<file path="src/rtl/ga_parent_select.sv">
// ga_parent_select
//   Parent selection stage of the GA pipeline. Each generation it collects
//   POP_SIZE scored chromosomes from the fitness stage and tracks the best
//   one. If any score reaches the configured maximum it flags a solution and
//   ends the generation. Otherwise it issues POP_SIZE/2 parent pairs to
//   crossover, each parent the winner of an LFSR-driven binary tournament.
//
// Ports
//   clk, sw_rst          clock, synchronous active-high reset
//   sel_enable           starts a generation (honoured in IDLE only)
//   cnfg_max_fit_score   solution threshold
//   fit_valid/fit_chrom/fit_score/fit_ack
//                        fitness result handshake (fit_ack is a 1-cycle pulse)
//   par_valid/par_chrom_a/par_chrom_b/par_ack
//                        parent pair handshake towards crossover
//   best_chrom/best_score
//                        best chromosome of the current generation
//   sol_found            sticky solution flag
//   gen_done             1-cycle end-of-generation pulse
module ga_parent_select #(
  parameter int          CHROM_MAX_W = 32,
  parameter int          FIT_SCORE_W = 16,
  parameter int          POP_SIZE    = 8,
  parameter int          POP_IDX_W   = 3,
  parameter logic [15:0] LFSR_SEED   = 16'hACE1
) (
  input  logic                   clk,
  input  logic                   sw_rst,
  input  logic                   sel_enable,
  input  logic [FIT_SCORE_W-1:0] cnfg_max_fit_score,
  input  logic                   fit_valid,
  input  logic [CHROM_MAX_W-1:0] fit_chrom,
  input  logic [FIT_SCORE_W-1:0] fit_score,
  output logic                   fit_ack,
  output logic                   par_valid,
  output logic [CHROM_MAX_W-1:0] par_chrom_a,
  output logic [CHROM_MAX_W-1:0] par_chrom_b,
  input  logic                   par_ack,
  output logic [CHROM_MAX_W-1:0] best_chrom,
  output logic [FIT_SCORE_W-1:0] best_score,
  output logic                   sol_found,
  output logic                   gen_done
);

  typedef enum logic [1:0] {S_IDLE, S_COLLECT, S_SELECT, S_DONE} state_t;

  localparam int                   CNT_W     = POP_IDX_W + 1;
  localparam logic [CNT_W-1:0]     POP_FULL  = CNT_W'(POP_SIZE);
  localparam logic [CNT_W-1:0]     POP_LAST  = CNT_W'(POP_SIZE - 1);
  localparam logic [POP_IDX_W-1:0] PAIR_LAST = POP_IDX_W'(POP_SIZE / 2 - 1);

  state_t                 state_q, state_d;
  logic [15:0]            lfsr_q, lfsr_d;
  logic [CNT_W-1:0]       wr_cnt_q, wr_cnt_d;
  logic [POP_IDX_W-1:0]   pair_cnt_q, pair_cnt_d;
  logic                   fit_ack_q, fit_ack_d;
  logic                   par_valid_q, par_valid_d;
  logic [CHROM_MAX_W-1:0] par_chrom_a_q, par_chrom_a_d;
  logic [CHROM_MAX_W-1:0] par_chrom_b_q, par_chrom_b_d;
  logic [CHROM_MAX_W-1:0] best_chrom_q, best_chrom_d;
  logic [FIT_SCORE_W-1:0] best_score_q, best_score_d;
  logic                   sol_found_q, sol_found_d;
  logic                   gen_done_q, gen_done_d;

  logic [CHROM_MAX_W-1:0] pop_chrom_q [POP_SIZE];
  logic [FIT_SCORE_W-1:0] pop_score_q [POP_SIZE];

  logic                   capture;
  logic [POP_IDX_W-1:0]   wr_idx;
  logic [POP_IDX_W-1:0]   cand0, cand1, cand2, cand3;
  logic [POP_IDX_W-1:0]   win_a, win_b;

  // Binary tournament: higher score wins, a tie goes to the lower index.
  function automatic logic [POP_IDX_W-1:0] tourney(
    input logic [POP_IDX_W-1:0]   ia,
    input logic [POP_IDX_W-1:0]   ib,
    input logic [FIT_SCORE_W-1:0] sa,
    input logic [FIT_SCORE_W-1:0] sb
  );
    if (sa > sb) return ia;
    if (sb > sa) return ib;
    return (ia < ib) ? ia : ib;
  endfunction

  // A new result is taken only while the previous ack pulse is low, which
  // gives the capture/ack alternation when fit_valid is held high.
  assign capture = (state_q == S_COLLECT) && fit_valid && !fit_ack_q &&
                   (wr_cnt_q != POP_FULL);
  assign wr_idx  = wr_cnt_q[POP_IDX_W-1:0];

  assign cand0 = lfsr_q[POP_IDX_W-1:0];
  assign cand1 = lfsr_q[2*POP_IDX_W-1 -: POP_IDX_W];
  assign cand2 = lfsr_q[3*POP_IDX_W-1 -: POP_IDX_W];
  assign cand3 = lfsr_q[4*POP_IDX_W-1 -: POP_IDX_W];
  assign win_a = tourney(cand0, cand1, pop_score_q[cand0], pop_score_q[cand1]);
  assign win_b = tourney(cand2, cand3, pop_score_q[cand2], pop_score_q[cand3]);

  always_comb begin
    state_d       = state_q;
    lfsr_d        = {lfsr_q[14:0], lfsr_q[15] ^ lfsr_q[13] ^ lfsr_q[12] ^ lfsr_q[10]};
    wr_cnt_d      = wr_cnt_q;
    pair_cnt_d    = pair_cnt_q;
    fit_ack_d     = capture;
    par_valid_d   = par_valid_q;
    par_chrom_a_d = par_chrom_a_q;
    par_chrom_b_d = par_chrom_b_q;
    best_chrom_d  = best_chrom_q;
    best_score_d  = best_score_q;
    sol_found_d   = sol_found_q;

    case (state_q)
      S_IDLE: begin
        if (sel_enable) begin
          wr_cnt_d     = '0;
          pair_cnt_d   = '0;
          best_chrom_d = '0;
          best_score_d = '0;
          sol_found_d  = 1'b0;
          state_d      = S_COLLECT;
        end
      end

      S_COLLECT: begin
        if (capture) begin
          wr_cnt_d = wr_cnt_q + CNT_W'(1);
          if (fit_score > best_score_q) begin
            best_chrom_d = fit_chrom;
            best_score_d = fit_score;
          end
          if (fit_score >= cnfg_max_fit_score) begin
            sol_found_d = 1'b1;
          end
          // Without a solution, selection starts right after the last
          // capture. With one, COLLECT lingers a cycle so gen_done follows
          // the final fit_ack pulse.
          if (wr_cnt_q == POP_LAST && !sol_found_d) begin
            state_d = S_SELECT;
          end
        end else if (wr_cnt_q == POP_FULL) begin
          state_d = sol_found_q ? S_DONE : S_SELECT;
        end
      end

      S_SELECT: begin
        // With no pair pending, run both tournaments on the current LFSR.
        if (!par_valid_q) begin
          par_chrom_a_d = pop_chrom_q[win_a];
          par_chrom_b_d = pop_chrom_q[win_b];
          par_valid_d   = 1'b1;
        end else if (par_ack) begin
          par_valid_d = 1'b0;
          pair_cnt_d  = pair_cnt_q + POP_IDX_W'(1);
          if (pair_cnt_q == PAIR_LAST) begin
            state_d = S_DONE;
          end
        end
      end

      S_DONE: begin
        state_d = S_IDLE;
      end

      default: begin
        state_d = S_IDLE;
      end
    endcase

    gen_done_d = (state_d == S_DONE);
  end

  always_ff @(posedge clk) begin
    if (sw_rst) begin
      state_q       <= S_IDLE;
      lfsr_q        <= LFSR_SEED;
      wr_cnt_q      <= '0;
      pair_cnt_q    <= '0;
      fit_ack_q     <= 1'b0;
      par_valid_q   <= 1'b0;
      par_chrom_a_q <= '0;
      par_chrom_b_q <= '0;
      best_chrom_q  <= '0;
      best_score_q  <= '0;
      sol_found_q   <= 1'b0;
      gen_done_q    <= 1'b0;
    end else begin
      state_q       <= state_d;
      lfsr_q        <= lfsr_d;
      wr_cnt_q      <= wr_cnt_d;
      pair_cnt_q    <= pair_cnt_d;
      fit_ack_q     <= fit_ack_d;
      par_valid_q   <= par_valid_d;
      par_chrom_a_q <= par_chrom_a_d;
      par_chrom_b_q <= par_chrom_b_d;
      best_chrom_q  <= best_chrom_d;
      best_score_q  <= best_score_d;
      sol_found_q   <= sol_found_d;
      gen_done_q    <= gen_done_d;
    end
  end

  // Population store; contents are only meaningful after a full collection,
  // so it needs no reset.
  always_ff @(posedge clk) begin
    if (capture) begin
      pop_chrom_q[wr_idx] <= fit_chrom;
      pop_score_q[wr_idx] <= fit_score;
    end
  end

  assign fit_ack     = fit_ack_q;
  assign par_valid   = par_valid_q;
  assign par_chrom_a = par_chrom_a_q;
  assign par_chrom_b = par_chrom_b_q;
  assign best_chrom  = best_chrom_q;
  assign best_score  = best_score_q;
  assign sol_found   = sol_found_q;
  assign gen_done    = gen_done_q;

endmodule
</file>
<file path="config.mk">
export PLATFORM = sky130hd
export DESIGN_NAME = ga_parent_select
export DESIGN_NICKNAME = d
export VERILOG_FILES = /design/src/rtl/ga_parent_select.sv
export SDC_FILE = /design/constraint.sdc
export NUM_CORES = 1
export LEC_CHECK = 0
export BUFFER_PORTS_ARGS = -buffer_cell sky130_fd_sc_hd__clkbuf_2
export CORE_AREA = 8 8 249 227
export CTS_CLUSTER_SIZE = 16
export DETAILED_ROUTE_END_ITERATION = 10
export DIE_AREA = 0 0 257 235
export PLACE_DENSITY_LB_ADDON = 0.1
export REMOVE_ABC_BUFFERS = 1
export SYNTH_ARGS = -nofsm -noshare
export SYNTH_HDL_FRONTEND = slang
export SYNTH_SLANG_ARGS = --single-unit
</file>
<file path="constraint.sdc">
create_clock -name clk -period 9.4 [get_ports clk]
set_input_delay 2.82 -clock clk [delete_from_list [all_inputs] [get_ports clk]]
set_output_delay 2.82 -clock clk [all_outputs]
set_load 0.02 [all_outputs]
</file>
After elaboration in Yosys (flattened, before gate mapping)
Memory sizes are Yosys's and may differ from the RTL's. A register that Yosys moved wholly into a read port is not among the register bits.
Index checks and enable logic that the tools add are counted.
Widths: inputs -> output; s select.
{"block": "classes", "n_addsub": 2, "multipliers": 0, "div_mod_pow": 0, "n_lt_le_gt_ge": 8, "eq_ne": 13, "n_shift": 0, "mux": 54, "bitwise_logic": 4, "reduce_logical": 13}
{"op": "$mux 32", "count": 3}
{"op": "$gt 16x16->1", "count": 5}
{"op": "$pmux 32 s2", "count": 1}
{"op": "$mux 3", "count": 17}
{"op": "$mux 16", "count": 3}
{"op": "$pmux 16 s2", "count": 1}
{"op": "$ge 16x16->1", "count": 1}
{"op": "$mux 1", "count": 16}
{"op": "$mux 2", "count": 7}
{"op": "$mux 4", "count": 2}
{"op": "$ne 2x2->1 const B", "count": 4}
{"op": "$pmux 2 s4", "count": 1}
{"op": "$pmux 4 s2", "count": 1}
{"op": "$reduce_and 4->1", "count": 2}
{"op": "$eq 2x2->1 const B", "count": 3}
{"op": "$lt 3x3->1", "count": 2}
{"op": "$pmux 3 s2", "count": 1}
{"op": "$add 4x1->4 const B", "count": 1}
{"op": "$eq 4x3->1 const B", "count": 1}
{"op": "$eq 4x4->1 const B", "count": 1}
{"op": "$logic_and 1x1->1", "count": 4}
{"op": "$ne 4x4->1 const B", "count": 1}
{"op": "$reduce_bool 2->1", "count": 2}
{"op": "$add 3x1->3 const B", "count": 1}
{"op": "other kinds (10)", "count": 13}
{"block": "totals", "ff_bits": 77, "latchBits": 0, "ramBits": 384, "rom_bits": 0, "input_bits": 69, "out_inout_bits": 116, "word_cells": 106, "n_memories": 2}
{"memory": "pop_chrom_q", "words": 8, "width": 32, "read_ports": 2, "rd_ports_with_merged_regs": 2, "wr": 1, "line": "65", "rtl": "logic [CHROM_MAX_W-1:0] pop_chrom_q [POP_SIZE];"}
{"memory": "pop_score_q", "words": 8, "width": 16, "read_ports": 4, "rd_ports_with_merged_regs": 4, "wr": 1, "line": "66", "rtl": "logic [FIT_SCORE_W-1:0] pop_score_q [POP_SIZE];"}

Logic depth before layout (Yosys ltp)
{"block": "logic_depth", "ltp_word": 12, "depth_mapped": 18, "mapped_depth_nobuf": 12}

Least setup slack after synthesis
Ideal clock, no wire load.
{"block": "synth_timing", "path_type": "input-to-reg", "startpoint": "in fit_valid", "endpoint": "mem pop_chrom_q[0][0] (enable)", "setup_ns": 0.574, "arrival_time_ns": 7.693, "required_ns": 8.826, "slack_ns": 1.133, "stages": 2, "path_buffers": 0, "cell_sequence": "nand4b_1 > nor4_1"}
{"block": "synth_via", "elab_chain_cells": 5}
{"element": "start: declaration", "line": "31", "rtl": "input logic fit_valid,"}
{"element": "$logic_and 1x1->1 (3 in series)", "line": "87", "rtl": "assign capture = (state_q == S_COLLECT) && fit_valid && !fit_ack_q &&"}
{"element": "$mux 1", "line": "204", "rtl": "if (capture) begin"}
{"element": "$mux 1 (not written as such)", "line": "205", "rtl": "pop_chrom_q[wr_idx] <= fit_chrom;"}
{"element": "end: declaration", "line": "65"}
Every way passes these cells.

Worst setup path in the final report
{"block": "layout_timing", "startpoint": "reg lfsr_q[9]", "endpoint": "reg par_chrom_b_q[1] (netlist: par_chrom_b[1]), read port of pop_chrom_q"}
{"block": "layout_via", "elab_chain_cells": 4, "word_cells_on_any_way": 5, "cone_classes": "1 x order compare; 4 x mux"}
{"element": "start: declaration", "line": "53", "rtl": "logic [15:0] lfsr_q, lfsr_d;"}
{"element": "start signal: assignment", "line": "187", "rtl": "lfsr_q <= lfsr_d;"}
{"element": "$lt 3x3->1", "line": "82", "rtl": "return (ia < ib) ? ia : ib;"}
{"element": "$mux 3", "line": "82"}
{"element": "$mux 3 (*)", "line": "82"}
{"element": "$mux 3 (*)", "line": "81", "rtl": "if (sb > sa) return ib;"}
{"element": "end: declaration", "line": "59", "rtl": "logic [CHROM_MAX_W-1:0] par_chrom_b_q, par_chrom_b_d;"}
Mark *: on every way between the ends. The rest lies on a longest branch, timed or not.
A chain may end at the register's enable or synchronous reset.

==> flow_summary.toml <==
[layout]
synthToLayoutAreaGrowth_pct = 11.1
layout-drive-gt1-share = 0.205
antenna_cells = 0
sequential_cell_area_um2 = 14400
num-nets-final = 2560
multi_input_combinational_cell_area_um2 = 12600
layout.cells.non_filler = 3161
final_core_util = 0.605
n_fill_cell = 4130
final_area_um2 = 31700

[power]
p_leak_nw = 11.4
powerDensity_nw_per_um2 = 192
finalPower_mw = 6.08
max-vdd-ir-drop_v = 0.000146

[outcome]
outcome = "completed"

[floorplan]
dieWidth_um = 257
placement_rows = 80
die-area_um2 = 60400
coreArea_um2 = 52400
initial_core_util = 0.544
die_h_um = 235
num_io_pins = 185

[sta]
finalMaxSlewViolations = 0
final.min_clock_period_ns = 6.63
totalNegativeSetupSlack_ns = 0
max-slew-margin-rel = 0.208
finalSetupViolations = 0
timing.final.ws_setup_ns = 2.77
layout_worst_path_cycle_share = 0.706
max_freq_mhz = 151
timing.hold.ws_ns = 0.422
rsz_0062_raised_after_global_routing = "false"
final.setup_skew_ns = 0.0334
report.final.hold_viol_count = 0
slew_worst_pin_ns = 1.19

[clocking]
cts.sink_count = 525
hold_buffers = 0
clock_tree.buffer_depth = 3
tritoncts_clock_tree = "done"
clock_tree.htree_level_count = 2
post_cts_resized = 0
root_buffer = "sky130_fd_sc_hd__clkbuf_16"
cts.clk_slew.worst_paths_ns = 0.06
cts_inserted_buffers = 55
postCtsSetupRepairBufs = 0
clk-insertion-delay-late_ns = 0.64

[global_route]
antenna_found_initial = 0
vias_in_the_first_global_route = 22602
global_route_wire_length_before_repair_mm = 138
grt_overflow_total = 0
pin_count_of_the_biggest_net_entering_global_routing = 93
combined_global_route_utilization_of_all_metal_layers = 0.290

[placed_design]
portBuffers = 184
place_hpwl_mm = 50.0
routabilityCongestion = 0.835
postPlaceCellArea_um2 = 29700
numPlacedInstances = 3059
place_ws_ns = 2.96

[synthesis]
netlist.top_cell.by_area = "sky130_fd_sc_hd__edfxtp_1"
post_synth_main_area_contributors = "sky130_fd_sc_hd__edfxtp_1 40%, sky130_fd_sc_hd__mux4_2 10%, sky130_fd_sc_hd__dfxtp_1 9.9%, sky130_fd_sc_hd__o2111ai_1 6.9%, sky130_fd_sc_hd__mux2i_1 4.5%"
synth.most_common_cell = "sky130_fd_sc_hd__edfxtp_1"
syn_avg_cell_area_um2 = 11.9
ys_async_sr_fraction = 0
number_of_synthesized_flops_with_an_enable_pin = 384
synth_largest_type_area_fraction = 0.405
synth_area_um2 = 28500
synthCells = 2387
synth.yosys.seq_area_share = 0.504
synth_top_flop_cell = "sky130_fd_sc_hd__edfxtp_1"
synth-seq-cells = 525
synth_cell_type_count = 55
synth_top_cells_by_count = "384 x sky130_fd_sc_hd__edfxtp_1, 224 x sky130_fd_sc_hd__o2111ai_1, 169 x sky130_fd_sc_hd__inv_1"
yosys_warnings = 0

[min_path]
worst_min_path_class = "reg2reg"

[worst_setup_path]
worst_setup_path_start_kind = "flip-flop"
endpoint_kind = "flip-flop"
cpPeakStageDelay_ns = 1.01
cpMostUsedCell = "sky130_fd_sc_hd__buf_4"
largest_fanout_of_any_net_on_the_critical_path = 92
cp_cell_sequence = "buf_4 > mux4_2 > nand2_1 > nand2_1 > ha_1 > nor2b_1 > o211a_1 > o211ai_1 > and3_4 > buf_4 > o211a_4 > buf_4 > o221ai_1 > a21oi_1 > nor4_1"
critPathKind = "reg2reg"
required_ns = 9.88
cp_slowest_cell = "sky130_fd_sc_hd__buf_4"
worst_ep_arrival_time_ns = 7.12

[job]
max_cap_viol_count = 0

[detailed_routing]
detailedRoute.firstIterationViolations = 2940
finalWirelength_mm = 91.5
avgRoutedWirePerCell_um = 29.0
ant_nets = 0
post-route-drc-count = 0
vias_per_cell = 7.16
detailedRoute.firstPassIterationCount = 8
vias = 22639
-- sequential cells by signal (all words and copies together), names as in the netlist --
register	flops
par_valid	1
best_score	16
gen_done	1
par_chrom_a	32
sol_found	1
state_q	2
fit_ack	1
lfsr_q	16
best_chrom	32
par_chrom_b	32
wr_cnt_q	4
pop_score_q	128
pair_cnt_q	3
pop_chrom_q	256
-- layer usage --
| metal | global-route usage | part of all wire |
|---|---|---|
| met5 | 0 | 0 |
| met2 | 0.443 | 0.45 |
| met3 | 0.0651 | 0.11 |
| met1 | 0.403 | 0.41 |
| met4 | 0.109 | 0.032 |
-- area by class of cell --
class                   instances  area share
clock buffers                  70      0.0478
inverters                     170      0.0202
well taps                     697      0.0275
flip-flops and latches        525       0.454
clock inverters                32      0.0125
repair buffers                236      0.0415
multi-input cells            1431       0.397
-- placed cells by master (no fill, tap or decap), drive strengths merged, types with 6 or more instances in the layout --
master    netlist  layout
o21ai          17      17
nand2         118     118
nor4           34      34
o211a          35      35
nand3           6       6
edfxtp        384     384
o2111ai       224     224
clkinvlp        0       6
o211ai        118     118
bufinv          0       7
nand4          61      61
clkbuf        167     253
dfxtp         141     141
mux4          128     128
a21o           44      44
clkinv          0      15
nor3           15      15
mux2i         128     128
o21a            7       7
nor2b          12      12
a21oi         143     143
nand2b          7       7
o221ai         96      96
or2             9       9
ha             72      72
buf            94      53
inv           170     174
nor2          122     122
-- power breakdown --
part           switching (mW)  total [mW]  leakage (nW)  internal (mW)
registers              0.0248        2.53          4.60           2.51
logic                   0.832        1.26          5.85          0.423
clock network           0.959        2.30         0.920           1.34
-- logic make-up after synthesis --
group / synth area share
buffers and inverters: 0.0619
and+or+nand+nor: 0.0679
AOI/OAI and AO/OA: 0.186
xor gates and xnor gates: 0.00184
muxes: 0.147
DFF: 0.504
adders and majority gates: 0.0316
-- final timing paths --
path | slack (ns) | depth (start not counted) | start | endpoint
worst min register to register | 0.42 | 1 | lfsr_q[14] | lfsr_q[15]
worst max register to register | 2.77 | 15 | lfsr_q[9] | par_chrom_b[1]
worst max-delay path | 2.77 | 15 | lfsr_q[9] | par_chrom_b[1]
worst min-delay path | 0.42 | 1 | lfsr_q[14] | lfsr_q[15]
-- worst max-delay path: cells and delay by family, from the launching register on --
kind | cells | cell delay (ns)
compound gates | 5 | 1.60
fa+ha+maj | 1 | 0.29
buf+inv | 3 | 2.11
flops | 1 | 0.71
mux | 1 | 0.56
simple gates | 5 | 1.06
Power figures use the tool's default switching activity.
